### src/rtl/codec_dac_tx_if.sv
// Sample handshake bundle between the audio processing side and the
// codec DAC transmitter. The processing side owns data/valid and the
// transmitter answers with ready.
interface codec_dac_tx_if #(
  parameter int DATA_BITS = 16
);
  logic [DATA_BITS-1:0] tx_data_L_i;
  logic [DATA_BITS-1:0] tx_data_R_i;
  logic                 tx_valid_i;
  logic                 tx_ready_o;

  modport master (
    output tx_data_L_i,
    output tx_data_R_i,
    output tx_valid_i,
    input  tx_ready_o
  );

  modport slave (
    input  tx_data_L_i,
    input  tx_data_R_i,
    input  tx_valid_i,
    output tx_ready_o
  );
endinterface

### src/rtl/codec_dac_tx.sv
// I2S playback transmitter for the codec DAC path. Stereo sample pairs are
// buffered in a small FIFO and shifted out on DACDAT against the
// codec-mastered BCLK/DACLRCK, which are oversampled in the clk domain.
// A new pair is taken only at the start of a left frame so that left and
// right always belong to the same pair. An empty FIFO at that point plays
// silence and raises a sticky underflow flag.
module codec_dac_tx #(
  parameter int DATA_BITS    = 16,
  parameter int LEADING_BITS = 1,
  parameter int FIFO_DEPTH   = 4
) (
  input  logic                          clk,
  input  logic                          rst,
  input  logic                          codec_aud_bclk_i,
  input  logic                          codec_aud_daclrck_i,
  output logic                          codec_aud_dacdat_o,
  input  logic                          tx_en_i,
  codec_dac_tx_if.slave                 tx_bus,
  output logic [$clog2(FIFO_DEPTH):0]   tx_level_o,
  output logic                          tx_frame_o,
  output logic                          tx_underflow_o,
  input  logic                          tx_underflow_clr_i
);

  localparam int AW = $clog2(FIFO_DEPTH);
  localparam int LW = AW + 1;
  localparam logic [LW-1:0] FULL_LEVEL = LW'(FIFO_DEPTH);
  localparam logic [5:0]    SLOT_FIRST = 6'(LEADING_BITS);
  localparam logic [5:0]    SLOT_LAST  = 6'(LEADING_BITS + DATA_BITS - 1);
  localparam logic [5:0]    SLOT_MAX   = 6'd63;

  typedef enum logic [1:0] {
    IDLE,
    WAIT_LEFT,
    LEFT,
    RIGHT
  } state_t;

  state_t state;

  // Synchroniser and edge-detect registers for the codec clocks
  logic [1:0] bclk_sync;
  logic [1:0] lrck_sync;
  logic       bclk_d;
  logic       lrck_prev;
  logic       lrck_now;
  logic       bfall;
  logic       lr_edge;

  // FIFO storage and bookkeeping
  logic [DATA_BITS-1:0] mem_l [FIFO_DEPTH];
  logic [DATA_BITS-1:0] mem_r [FIFO_DEPTH];
  logic [AW-1:0]        wr_ptr;
  logic [AW-1:0]        rd_ptr;
  logic [LW-1:0]        level;
  logic                 fifo_empty;
  logic                 push;
  logic                 pop;

  // Serialiser state
  logic [5:0]             slot;
  logic [5:0]             slot_next;
  logic [DATA_BITS-1:0]   chan_shift;
  logic [DATA_BITS-1:0]   shift_src;
  logic [2*DATA_BITS-1:0] shadow;
  logic                   left_start;
  logic                   right_start;
  logic                   playing_next;
  logic                   in_data;

  assign lrck_now   = lrck_sync[1];
  assign bfall      = bclk_d & ~bclk_sync[1];
  assign lr_edge    = bfall & (lrck_now != lrck_prev);

  assign fifo_empty = (level == '0);
  assign push       = tx_bus.tx_valid_i & tx_bus.tx_ready_o;
  assign pop        = left_start & ~fifo_empty;

  assign tx_bus.tx_ready_o = (level != FULL_LEVEL);
  assign tx_level_o        = level;

  // Bring BCLK/LRCK into the clk domain and remember LRCK at each BCLK fall
  always_ff @(posedge clk or posedge rst) begin
    if (rst) begin
      bclk_sync <= '0;
      lrck_sync <= '0;
      bclk_d    <= 1'b0;
      lrck_prev <= 1'b0;
    end else begin
      bclk_sync <= {bclk_sync[0], codec_aud_bclk_i};
      lrck_sync <= {lrck_sync[0], codec_aud_daclrck_i};
      bclk_d    <= bclk_sync[1];
      if (bfall) begin
        lrck_prev <= lrck_now;
      end
    end
  end

  // Frame-boundary decode, next slot number and the word to shift from
  always_comb begin
    left_start   = 1'b0;
    right_start  = 1'b0;
    slot_next    = slot;
    shift_src    = chan_shift;
    playing_next = 1'b0;
    in_data      = 1'b0;

    if (tx_en_i && lr_edge) begin
      if (!lrck_now && (state == WAIT_LEFT || state == RIGHT)) begin
        left_start = 1'b1;
      end
      if (lrck_now && state == LEFT) begin
        right_start = 1'b1;
      end
    end

    if (lr_edge) begin
      slot_next = '0;
    end else if (slot == SLOT_MAX) begin
      slot_next = SLOT_MAX;
    end else begin
      slot_next = slot + 6'd1;
    end

    if (left_start) begin
      shift_src = fifo_empty ? '0 : mem_l[rd_ptr];
    end else if (right_start) begin
      shift_src = shadow[DATA_BITS-1:0];
    end

    playing_next = left_start | right_start | (state == LEFT) | (state == RIGHT);
    in_data      = (slot_next >= SLOT_FIRST) && (slot_next <= SLOT_LAST);
  end

  // FIFO sample storage; contents need no reset since level gates reads
  always_ff @(posedge clk) begin
    if (push) begin
      mem_l[wr_ptr] <= tx_bus.tx_data_L_i;
      mem_r[wr_ptr] <= tx_bus.tx_data_R_i;
    end
  end

  // FIFO pointers and occupancy; a push and pop together leave level unchanged
  always_ff @(posedge clk or posedge rst) begin
    if (rst) begin
      wr_ptr <= '0;
      rd_ptr <= '0;
      level  <= '0;
    end else begin
      if (push) begin
        wr_ptr <= wr_ptr + AW'(1);
      end
      if (pop) begin
        rd_ptr <= rd_ptr + AW'(1);
      end
      case ({push, pop})
        2'b10:   level <= level + LW'(1);
        2'b01:   level <= level - LW'(1);
        default: level <= level;
      endcase
    end
  end

  // Channel FSM, slot counter, serial output and frame/underflow flags
  always_ff @(posedge clk or posedge rst) begin
    if (rst) begin
      state              <= IDLE;
      slot               <= '0;
      chan_shift         <= '0;
      shadow             <= '0;
      codec_aud_dacdat_o <= 1'b0;
      tx_frame_o         <= 1'b0;
      tx_underflow_o     <= 1'b0;
    end else begin
      tx_frame_o <= pop;

      if (bfall) begin
        slot <= slot_next;
      end

      if (left_start) begin
        shadow <= fifo_empty ? '0 : {mem_l[rd_ptr], mem_r[rd_ptr]};
      end

      if (left_start && fifo_empty) begin
        tx_underflow_o <= 1'b1;
      end else if (tx_underflow_clr_i) begin
        tx_underflow_o <= 1'b0;
      end

      if (!tx_en_i) begin
        state              <= IDLE;
        codec_aud_dacdat_o <= 1'b0;
      end else begin
        case (state)
          IDLE:      state <= WAIT_LEFT;
          WAIT_LEFT: if (left_start)  state <= LEFT;
          LEFT:      if (right_start) state <= RIGHT;
          RIGHT:     if (left_start)  state <= LEFT;
          default:   state <= IDLE;
        endcase

        if (bfall) begin
          if (playing_next && in_data) begin
            codec_aud_dacdat_o <= shift_src[DATA_BITS-1];
            chan_shift         <= shift_src << 1;
          end else begin
            codec_aud_dacdat_o <= 1'b0;
            chan_shift         <= shift_src;
          end
        end
      end
    end
  end

endmodule

### src/flat_wrapper.sv
// flat-port wrapper written by rule: the top's interface ports become plain ports
module codec_dac_tx_flat 
#(
  parameter int DATA_BITS    = 16,
  parameter int LEADING_BITS = 1,
  parameter int FIFO_DEPTH   = 4
)
  (clk, rst, codec_aud_bclk_i, codec_aud_daclrck_i, codec_aud_dacdat_o, tx_en_i, tx_level_o, tx_frame_o, tx_underflow_o, tx_underflow_clr_i, tx_bus_tx_data_L_i, tx_bus_tx_data_R_i, tx_bus_tx_valid_i, tx_bus_tx_ready_o);
  codec_dac_tx_if #(.DATA_BITS(DATA_BITS)) tx_bus_i ();
  input  logic clk;
  input  logic rst;
  input  logic codec_aud_bclk_i;
  input  logic codec_aud_daclrck_i;
  output logic codec_aud_dacdat_o;
  input  logic tx_en_i;
  output logic [$clog2(FIFO_DEPTH):0] tx_level_o;
  output logic tx_frame_o;
  output logic tx_underflow_o;
  input  logic tx_underflow_clr_i;
  input wire logic [$bits(tx_bus_i.tx_data_L_i)-1:0] tx_bus_tx_data_L_i;
  input wire logic [$bits(tx_bus_i.tx_data_R_i)-1:0] tx_bus_tx_data_R_i;
  input wire logic [$bits(tx_bus_i.tx_valid_i)-1:0] tx_bus_tx_valid_i;
  output wire logic [$bits(tx_bus_i.tx_ready_o)-1:0] tx_bus_tx_ready_o;
  assign tx_bus_i.tx_data_L_i = tx_bus_tx_data_L_i;
  assign tx_bus_i.tx_data_R_i = tx_bus_tx_data_R_i;
  assign tx_bus_i.tx_valid_i = tx_bus_tx_valid_i;
  assign tx_bus_tx_ready_o = tx_bus_i.tx_ready_o;
  codec_dac_tx #(.DATA_BITS(DATA_BITS), .LEADING_BITS(LEADING_BITS), .FIFO_DEPTH(FIFO_DEPTH)) u_core (.clk(clk), .rst(rst), .codec_aud_bclk_i(codec_aud_bclk_i), .codec_aud_daclrck_i(codec_aud_daclrck_i), .codec_aud_dacdat_o(codec_aud_dacdat_o), .tx_en_i(tx_en_i), .tx_bus(tx_bus_i), .tx_level_o(tx_level_o), .tx_frame_o(tx_frame_o), .tx_underflow_o(tx_underflow_o), .tx_underflow_clr_i(tx_underflow_clr_i));
endmodule
### config.mk
export PLATFORM = sky130hd
export DESIGN_NAME = codec_dac_tx_flat
export DESIGN_NICKNAME = d
export VERILOG_FILES = /design/src/rtl/codec_dac_tx_if.sv /design/src/rtl/codec_dac_tx.sv /design/src/flat_wrapper.sv
export SDC_FILE = /design/constraint.sdc
export NUM_CORES = 1
export LEC_CHECK = 0
export CORE_ASPECT_RATIO = 0.7
export CORE_MARGIN = 2
export CORE_UTILIZATION = 30
export DETAILED_ROUTE_END_ITERATION = 8
export GPL_ROUTABILITY_DRIVEN = 1
export SLEW_MARGIN = 40
export SYNTH_ARGS = -nofsm -noshare
export SYNTH_HDL_FRONTEND = slang
export SYNTH_SLANG_ARGS = --single-unit
export TNS_END_PERCENT = 50
### constraint.sdc
create_clock -name clk -period 2.8 [get_ports clk]
set_clock_uncertainty 0.05 [all_clocks]
set_input_delay 0.56 -clock clk [delete_from_list [all_inputs] [get_ports clk]]
set_output_delay 0.56 -clock clk [all_outputs]
set_load 0.02 [all_outputs]
Word-level counts from Yosys, hierarchy flattened
Memories as Yosys holds them, arrays and structs flattened.
Index checks and enable logic that the tools add are counted.
Widths: inputs -> output; s select.
{"block": "word_totals", "ramBits": 128, "output_inout_bits": 7, "mem_count": 2, "ff_bits": 56}
{"block": "op_classes", "n_eq_ne": 11, "reduce_logical": 15, "addsub": 5, "mux": 23, "magnitude_cmp": 2, "n_bitwise": 9}
{"memory": "u_core.mem_l", "words": 4, "word_bits": 16, "rd": 1, "rd_clocked_by_memory_dff": 0, "wr": 1, "line": "codec_dac_tx.sv:51", "rtl": "logic [DATA_BITS-1:0] mem_l [FIFO_DEPTH];"}
{"memory": "u_core.mem_r", "words": 4, "word_bits": 16, "rd": 1, "rd_clocked_by_memory_dff": 0, "wr": 1, "line": "codec_dac_tx.sv:52", "rtl": "logic [DATA_BITS-1:0] mem_r [FIFO_DEPTH];"}
{"operator": "$mux 16", "count": 5}
{"operator": "$mux 6", "count": 2}
{"operator": "$mux 1", "count": 11}
{"operator": "$add 6x1->6 const B", "count": 1}
{"operator": "$eq 2x2->1 const B", "count": 3}
{"operator": "$eq 6x6->1 const B", "count": 1}
{"operator": "$ge 6x1->1 const B", "count": 1}
{"operator": "$le 6x5->1 const B", "count": 1}
{"operator": "$logic_and 1x1->1", "count": 6}
{"operator": "$mux 2", "count": 3}
{"operator": "$ne 3x2->1 const B", "count": 2}
{"operator": "$pmux 2 s3", "count": 1}
{"operator": "$pmux 3 s2", "count": 1}
{"operator": "$add 2x1->2 const B", "count": 2}
{"operator": "$and 1x1->1", "count": 4}
{"operator": "$eq 2x1->1 const B", "count": 2}
{"operator": "$reduce_and 2->1", "count": 2}
{"operator": "$reduce_bool 2->1", "count": 2}
{"operator": "$add 3x1->3 const B", "count": 1}
{"operator": "$logic_not 3->1", "count": 1}
{"operator": "$ne 3x3->1 const B", "count": 1}
{"operator": "$or 1x1->1", "count": 3}
{"operator": "$sub 3x1->3 const B", "count": 1}
{"operator": "$logic_not 2->1", "count": 1}
{"operator": "6 further kinds", "count": 7}

Logic depth before layout (Yosys ltp)
Gate-level depths: netlist of the first run.
{"block": "depth", "word_depth": 12, "ltp_mapped": 12, "mapped_depth_nobuf": 10}

Least setup slack after synthesis of the first run
OpenSTA, ideal clock, no wires.
{"block": "synth_timing", "kind": "input port to flip-flop", "start": "in tx_en_i", "end": "reg u_core.level[2] (netlist: u_core.tx_level_o[2])", "stages": 12, "arrival_ns": 2.673, "setup_time_ns": 0.080, "path_slack_ns": -0.003, "cell_sequence": "nand2_1 > or3_1 > buf_2 > nor2_4 > buf_2 > buf_2 > ha_1 > inv_1 > fa_1 > xor2_1 > nor2_1 > xor2_1"}
{"block": "synth_via", "elab_chain_cells": 5}
{"element": "start: declaration", "line": "flat_wrapper.sv:15", "rtl": "input logic tx_en_i;"}
{"element": "$logic_and 1x1->1 *", "line": "codec_dac_tx.sv:108", "rtl": "if (tx_en_i && lr_edge) begin"}
{"element": "$mux 1 *", "line": "codec_dac_tx.sv:108"}
{"element": "$and 1x1->1 *", "line": "codec_dac_tx.sv:77", "rtl": "assign pop = left_start & ~fifo_empty;"}
{"element": "named net u_core.pop", "line": "codec_dac_tx.sv:58", "rtl": "logic pop;"}
{"element": "$eq 2x1->1 / $eq 2x2->1 (equally long branches)", "line": "codec_dac_tx.sv:156", "rtl": "case ({push, pop})"}
{"element": "$pmux 3 s2 / $reduce_bool 2->1 (equally long branches)"}
{"element": "end signal: assignment", "line": "codec_dac_tx.sv:157", "rtl": "2'b10: level <= level + LW'(1);"}
{"element": "end signal: assignment", "line": "codec_dac_tx.sv:158", "rtl": "2'b01: level <= level - LW'(1);"}
{"element": "end signal: assignment", "line": "codec_dac_tx.sv:159", "rtl": "default: level <= level;"}
{"element": "end: declaration", "line": "codec_dac_tx.sv:55", "rtl": "logic [LW-1:0] level;"}
Mark *: on every way through the listed nets, which the timed path passes. The rest lies on a longest branch.
A chain may end at the register's enable or synchronous reset.

Worst setup path in the final report of the first run
{"block": "layout_timing", "start": "reg u_core.slot[0]", "end": "reg u_core.chan_shift[5]"}
{"block": "layout_via", "elab_chain_cells": 7}
{"element": "start: declaration", "line": "codec_dac_tx.sv:61", "rtl": "logic [5:0] slot;"}
{"element": "start signal: assignment", "line": "codec_dac_tx.sv:178", "rtl": "slot <= slot_next;"}
{"element": "$add 6x1->6 / $eq 6x6->1 (equally long branches)", "line": "codec_dac_tx.sv:122, codec_dac_tx.sv:119"}
{"element": "$mux 6 *", "line": "codec_dac_tx.sv:119", "rtl": "end else if (slot == SLOT_MAX) begin"}
{"element": "$mux 6 *", "line": "codec_dac_tx.sv:117", "rtl": "if (lr_edge) begin"}
{"element": "$ge 6x1->1 / $le 6x5->1 (equally long branches)", "line": "codec_dac_tx.sv:132", "rtl": "in_data = (slot_next >= SLOT_FIRST) && (slot_next <= SLOT_LAST);"}
{"element": "$logic_and 1x1->1 *", "line": "codec_dac_tx.sv:132"}
{"element": "$logic_and 1x1->1 *", "line": "codec_dac_tx.sv:204", "rtl": "if (playing_next && in_data) begin"}
{"element": "$mux 16 *", "line": "codec_dac_tx.sv:204"}
{"element": "end signal: assignment", "line": "codec_dac_tx.sv:206", "rtl": "chan_shift <= shift_src << 1;"}
{"element": "end signal: assignment", "line": "codec_dac_tx.sv:209", "rtl": "chan_shift <= shift_src;"}
{"element": "end: declaration", "line": "codec_dac_tx.sv:63", "rtl": "logic [DATA_BITS-1:0] chan_shift;"}
Every way passes the cells marked *; elsewhere a longest branch is shown, timed or not.

==> impl_metrics.ini, run 1 <==
[clock_network]
cts.clk_slew.worst_paths_ps = 60
tritoncts.num_buffers = 17
worst_skew_pair.late_latency_ps = 430
cts-htree-levels = 4
cts_setup_buffers = 0
cts_repair_resize_count = 0
cts_tree = done
cts_root_buf = sky130_fd_sc_hd__clkbuf_16
numClockSinks = 184
cts-root-to-sink-buffers = 2
holdBufCountCts = 0

[critical_path]
worst_ep_arrival_time_ps = 2920
crit_path_end_kind = flip-flop
crit_type = reg -> reg
crit_path_start_kind = flip-flop
cp_cell_sequence = ha_1 > nor2b_1 > nor4b_2 > a2111oi_0 > o311a_1 > buf_4 > mux2_1 > o21ai_1
slowest_stage = sky130_fd_sc_hd__dfrtp_1
worstSetupStartpoint = u_core.slot[0]
critical_path.max_fanout = 17
crit_path_max_incr_delay_ps = 440
worst_r2r_startpoint = u_core.slot[0]
cp_required_ps = 3110

[timing]
timing.final.max_slew_violations = 0
clock.fmax_mhz = 383
worst_slew_margin_rel = 0.568
timing.setup.tns_ps = 0
setup_viol = 0
worst-slew-pin-transition_ps = 647
final-hold-violation-count = 0
grt_setup_unrepaired = no
period_minus_slack_ps = 2610
finalCritPeriodShare = 0.934

[final_layout]
final_nets = 545
areaGrowthSynthToFinish_pct = 19.9
layout-drive-gt1-share = 0.217
register_area_um2 = 5250
antenna_cells_inserted = 0
fillerInstances = 2260
area_of_the_multi_input_gates_um2 = 2190
instances_no_fill = 837

[global_routing]
grt_start_max_net_pins = 34
grt_antenna_before_repair = 0
global_router_s_overall_resource_usage = 0.121
overflow = 0
grt_first_pass_wirelength_mm = 23.7
grt_pass1_vias = 4151

[power_and_ir_drop]
power_density_over_the_cells_nw_per_um2 = 846
p_leak_uw = 0.00323
vdd_ir_drop_max_uv = 627

[detailed_routing]
drt-initial-drc-count = 360
totalWireLength_mm = 15.1
ant_nets = 0
detailedRoute.firstPassIterationCount = 5
via_per_inst = 4.81
drc = 0
routed_wire_length_per_instance_um = 18.1
dr_total_vias = 4023

[placed_design]
place_congestion = 0.734
dp.cells = 805
detailedPlacementHpwl_mm = 9.75
port_buffers = 45

[floorplan]
initial_cell_density_of_the_core = 0.307
ios = 46
chipWidth_um = 195
floorplan.die_area_um2 = 26700
fp-row-count = 48
fp.dieH_um = 137
design.core.area_um2 = 24800

[min_path]
worstHoldStart = u_core.lrck_sync[0]
holdCritPathClass = reg -> reg

[yosys]
synthesis.yosys.warnings = 0
synth_seq_cells = 184
gate_count_post_synth = 442
synth.yosys.seq_area_share = 0.688
mappedNetlistNets = 488
number_of_distinct_standard_cells_referenced_by_the_synthesized_netlist = 48
synth.avg_cell_area_um2 = 17.3
synth_area_um2 = 7620

[run_status]
result_of_the_run = finished clean

[job]
drv.max_cap_violation_count = 0
-- path summary, 6_finish.rpt --
| check | endpoint | slack (ps) | cells past startpoint |
|---|---|---|---|
| worst max-delay path | u_core.chan_shift[5] | 190 | 8 |
| worst min-delay path | u_core.lrck_sync[1] | 300 | 0 |
| worst max register to register | u_core.chan_shift[5] | 190 | 8 |
| worst min register to register | u_core.lrck_sync[1] | 300 | 0 |
| max in group asynchronous | u_core.chan_shift[0] | 1810 | 3 |
| min in group asynchronous | u_core.wr_ptr[1] | 380 | 2 |
-- state kept, by name, indices dropped and copies added, names as in the netlist --
| signal | count |
|---|---|
| u_core.mem_l | 64 |
| u_core.bclk_d | 1 |
| u_core.bclk_sync | 2 |
| u_core.chan_shift | 16 |
| u_core.tx_underflow_o | 1 |
| u_core.state | 2 |
| u_core.tx_frame_o | 1 |
| u_core.shadow | 16 |
| u_core.slot | 6 |
| u_core.codec_aud_dacdat_o | 1 |
| u_core.lrck_prev | 1 |
| u_core.wr_ptr | 2 |
| u_core.tx_level_o | 3 |
| u_core.lrck_sync | 2 |
| u_core.mem_r | 64 |
| u_core.rd_ptr | 2 |
-- synthesized netlist by cell type (all sizes together) --
cell type	count	area [um^2]
or4	1	7.51
and3	6	37.5
nor3	2	10.0
inv	12	45.0
nand2	27	101
nand2b	4	25.0
and2	2	12.5
xor2	4	35.0
a22o	16	140
nand3	5	25.0
or2b	1	7.51
a31oi	1	6.26
a22oi	16	170
or3	1	6.26
mux4	32	721
nand4b	1	8.76
nor4b	2	23.8
a211oi	1	7.51
o21ai	23	115
a21oi	12	60.1
edfxtp	128	3840
dfrtp	56	1400
nor2	8	37.5
buf	15	104
mux2i	1	10.0
o311a	1	10.0
ha	6	75.1
xnor2	4	35.0
fa	1	20.0
a2111oi	1	8.76
nand3b	2	27.5
clkbuf	11	41.3
o31ai	1	7.51
mux2	31	390
a21boi	1	7.51
o41ai	1	8.76
nand4	3	18.8
nor2b	2	12.5
-- layout make-up --
class / instances / area share
inverters: 12 / 0.00493
multi-input cells: 220 / 0.240
clock inverters: 13 / 0.0167
well taps: 325 / 0.0445
repair buffers: 64 / 0.0731
flip-flops and latches: 184 / 0.574
clock buffers: 19 / 0.0474
-- per-stage QoR --
stage                     setup WS (ps)  hold slack, ps  total power, uW   util  instance area (um^2)
final                               186             298             7740  0.369                  9140
after global routing               3.50             301             8120  0.369                  9140
after global placement            -59.5             286             5370  0.345                  8560
after CTS                           165             300             7870  0.369                  9140
after floorplan                    46.1             281             4760      -                  7630
after detailed placement           -129             285             5440  0.345                  8560
-- critical path, delay by kind of cell (launching register included) --
kind                       cells  cell delay, ps
AOI/OAI and AO/OA              3             820
DFF                            1             440
buffers and inverters          1             260
adders and majority gates      1             290
and+or+nand+nor                2             310
muxes                          1             360
-- cell usage in the layout, fill, tap and decap left out, types with 3 or more instances in the layout --
master                            netlist  routed
sky130_fd_sc_hd__a21oi_1               12      12
sky130_fd_sc_hd__a22o_1                16      16
sky130_fd_sc_hd__a22oi_1                6       6
sky130_fd_sc_hd__a22oi_2               10      10
sky130_fd_sc_hd__and3_1                 6       6
sky130_fd_sc_hd__buf_12                 0       6
sky130_fd_sc_hd__buf_4                  0      13
sky130_fd_sc_hd__bufinv_16              0       3
sky130_fd_sc_hd__clkbuf_16              0      17
sky130_fd_sc_hd__clkdlybuf4s50_1        0      45
sky130_fd_sc_hd__clkinv_2               0       5
sky130_fd_sc_hd__dfrtp_1               56      55
sky130_fd_sc_hd__edfxtp_1             128     128
sky130_fd_sc_hd__ha_1                   6       6
sky130_fd_sc_hd__inv_1                 11      10
sky130_fd_sc_hd__mux2_1                16      16
sky130_fd_sc_hd__mux2_2                 4       4
sky130_fd_sc_hd__mux2_4                11      11
sky130_fd_sc_hd__mux4_2                32      32
sky130_fd_sc_hd__nand2_1               27      27
sky130_fd_sc_hd__nand2b_1               4       4
sky130_fd_sc_hd__nand3_1                5       5
sky130_fd_sc_hd__nand4_1                3       3
sky130_fd_sc_hd__nor2_1                 7       7
sky130_fd_sc_hd__o21ai_0                8       8
sky130_fd_sc_hd__o21ai_1               15      15
sky130_fd_sc_hd__xnor2_1                4       4
sky130_fd_sc_hd__xor2_1                 4       4
-- power breakdown --
group          leakage (uW)  switching (uW)  internal, uW  total, uW
clock network      0.000289             989          1400       2390
logic               0.00103             880           787       1670
registers           0.00191             200          3480       3680
-- cell families after synthesis --
group,after synthesis,synth area share
AO/OA/AOI/OAI,74,0.0711
XOR/XNOR,8,0.00919
adder cells (fa/ha/maj),7,0.0125
buffers and inverters,38,0.0249
flip-flops,184,0.688
multiplexers,64,0.147
AND/OR/NAND/NOR,67,0.0474
-- layer usage --
metal	track usage	up-vias	part of all wire
li1	-	1841	-
met1	0.166	2082	0.48
met2	0.186	85	0.46
met3	0.0282	15	0.041
met4	0.0500	0	0.016
met5	0	-	0
No activity file was read; power rests on OpenSTA's default activity.
==> run 2: changes to the inputs <==
- CAP_MARGIN: default -> 10
==> results of run 2 <==
Final layout, timing and power as in run 1 (identical DEF).
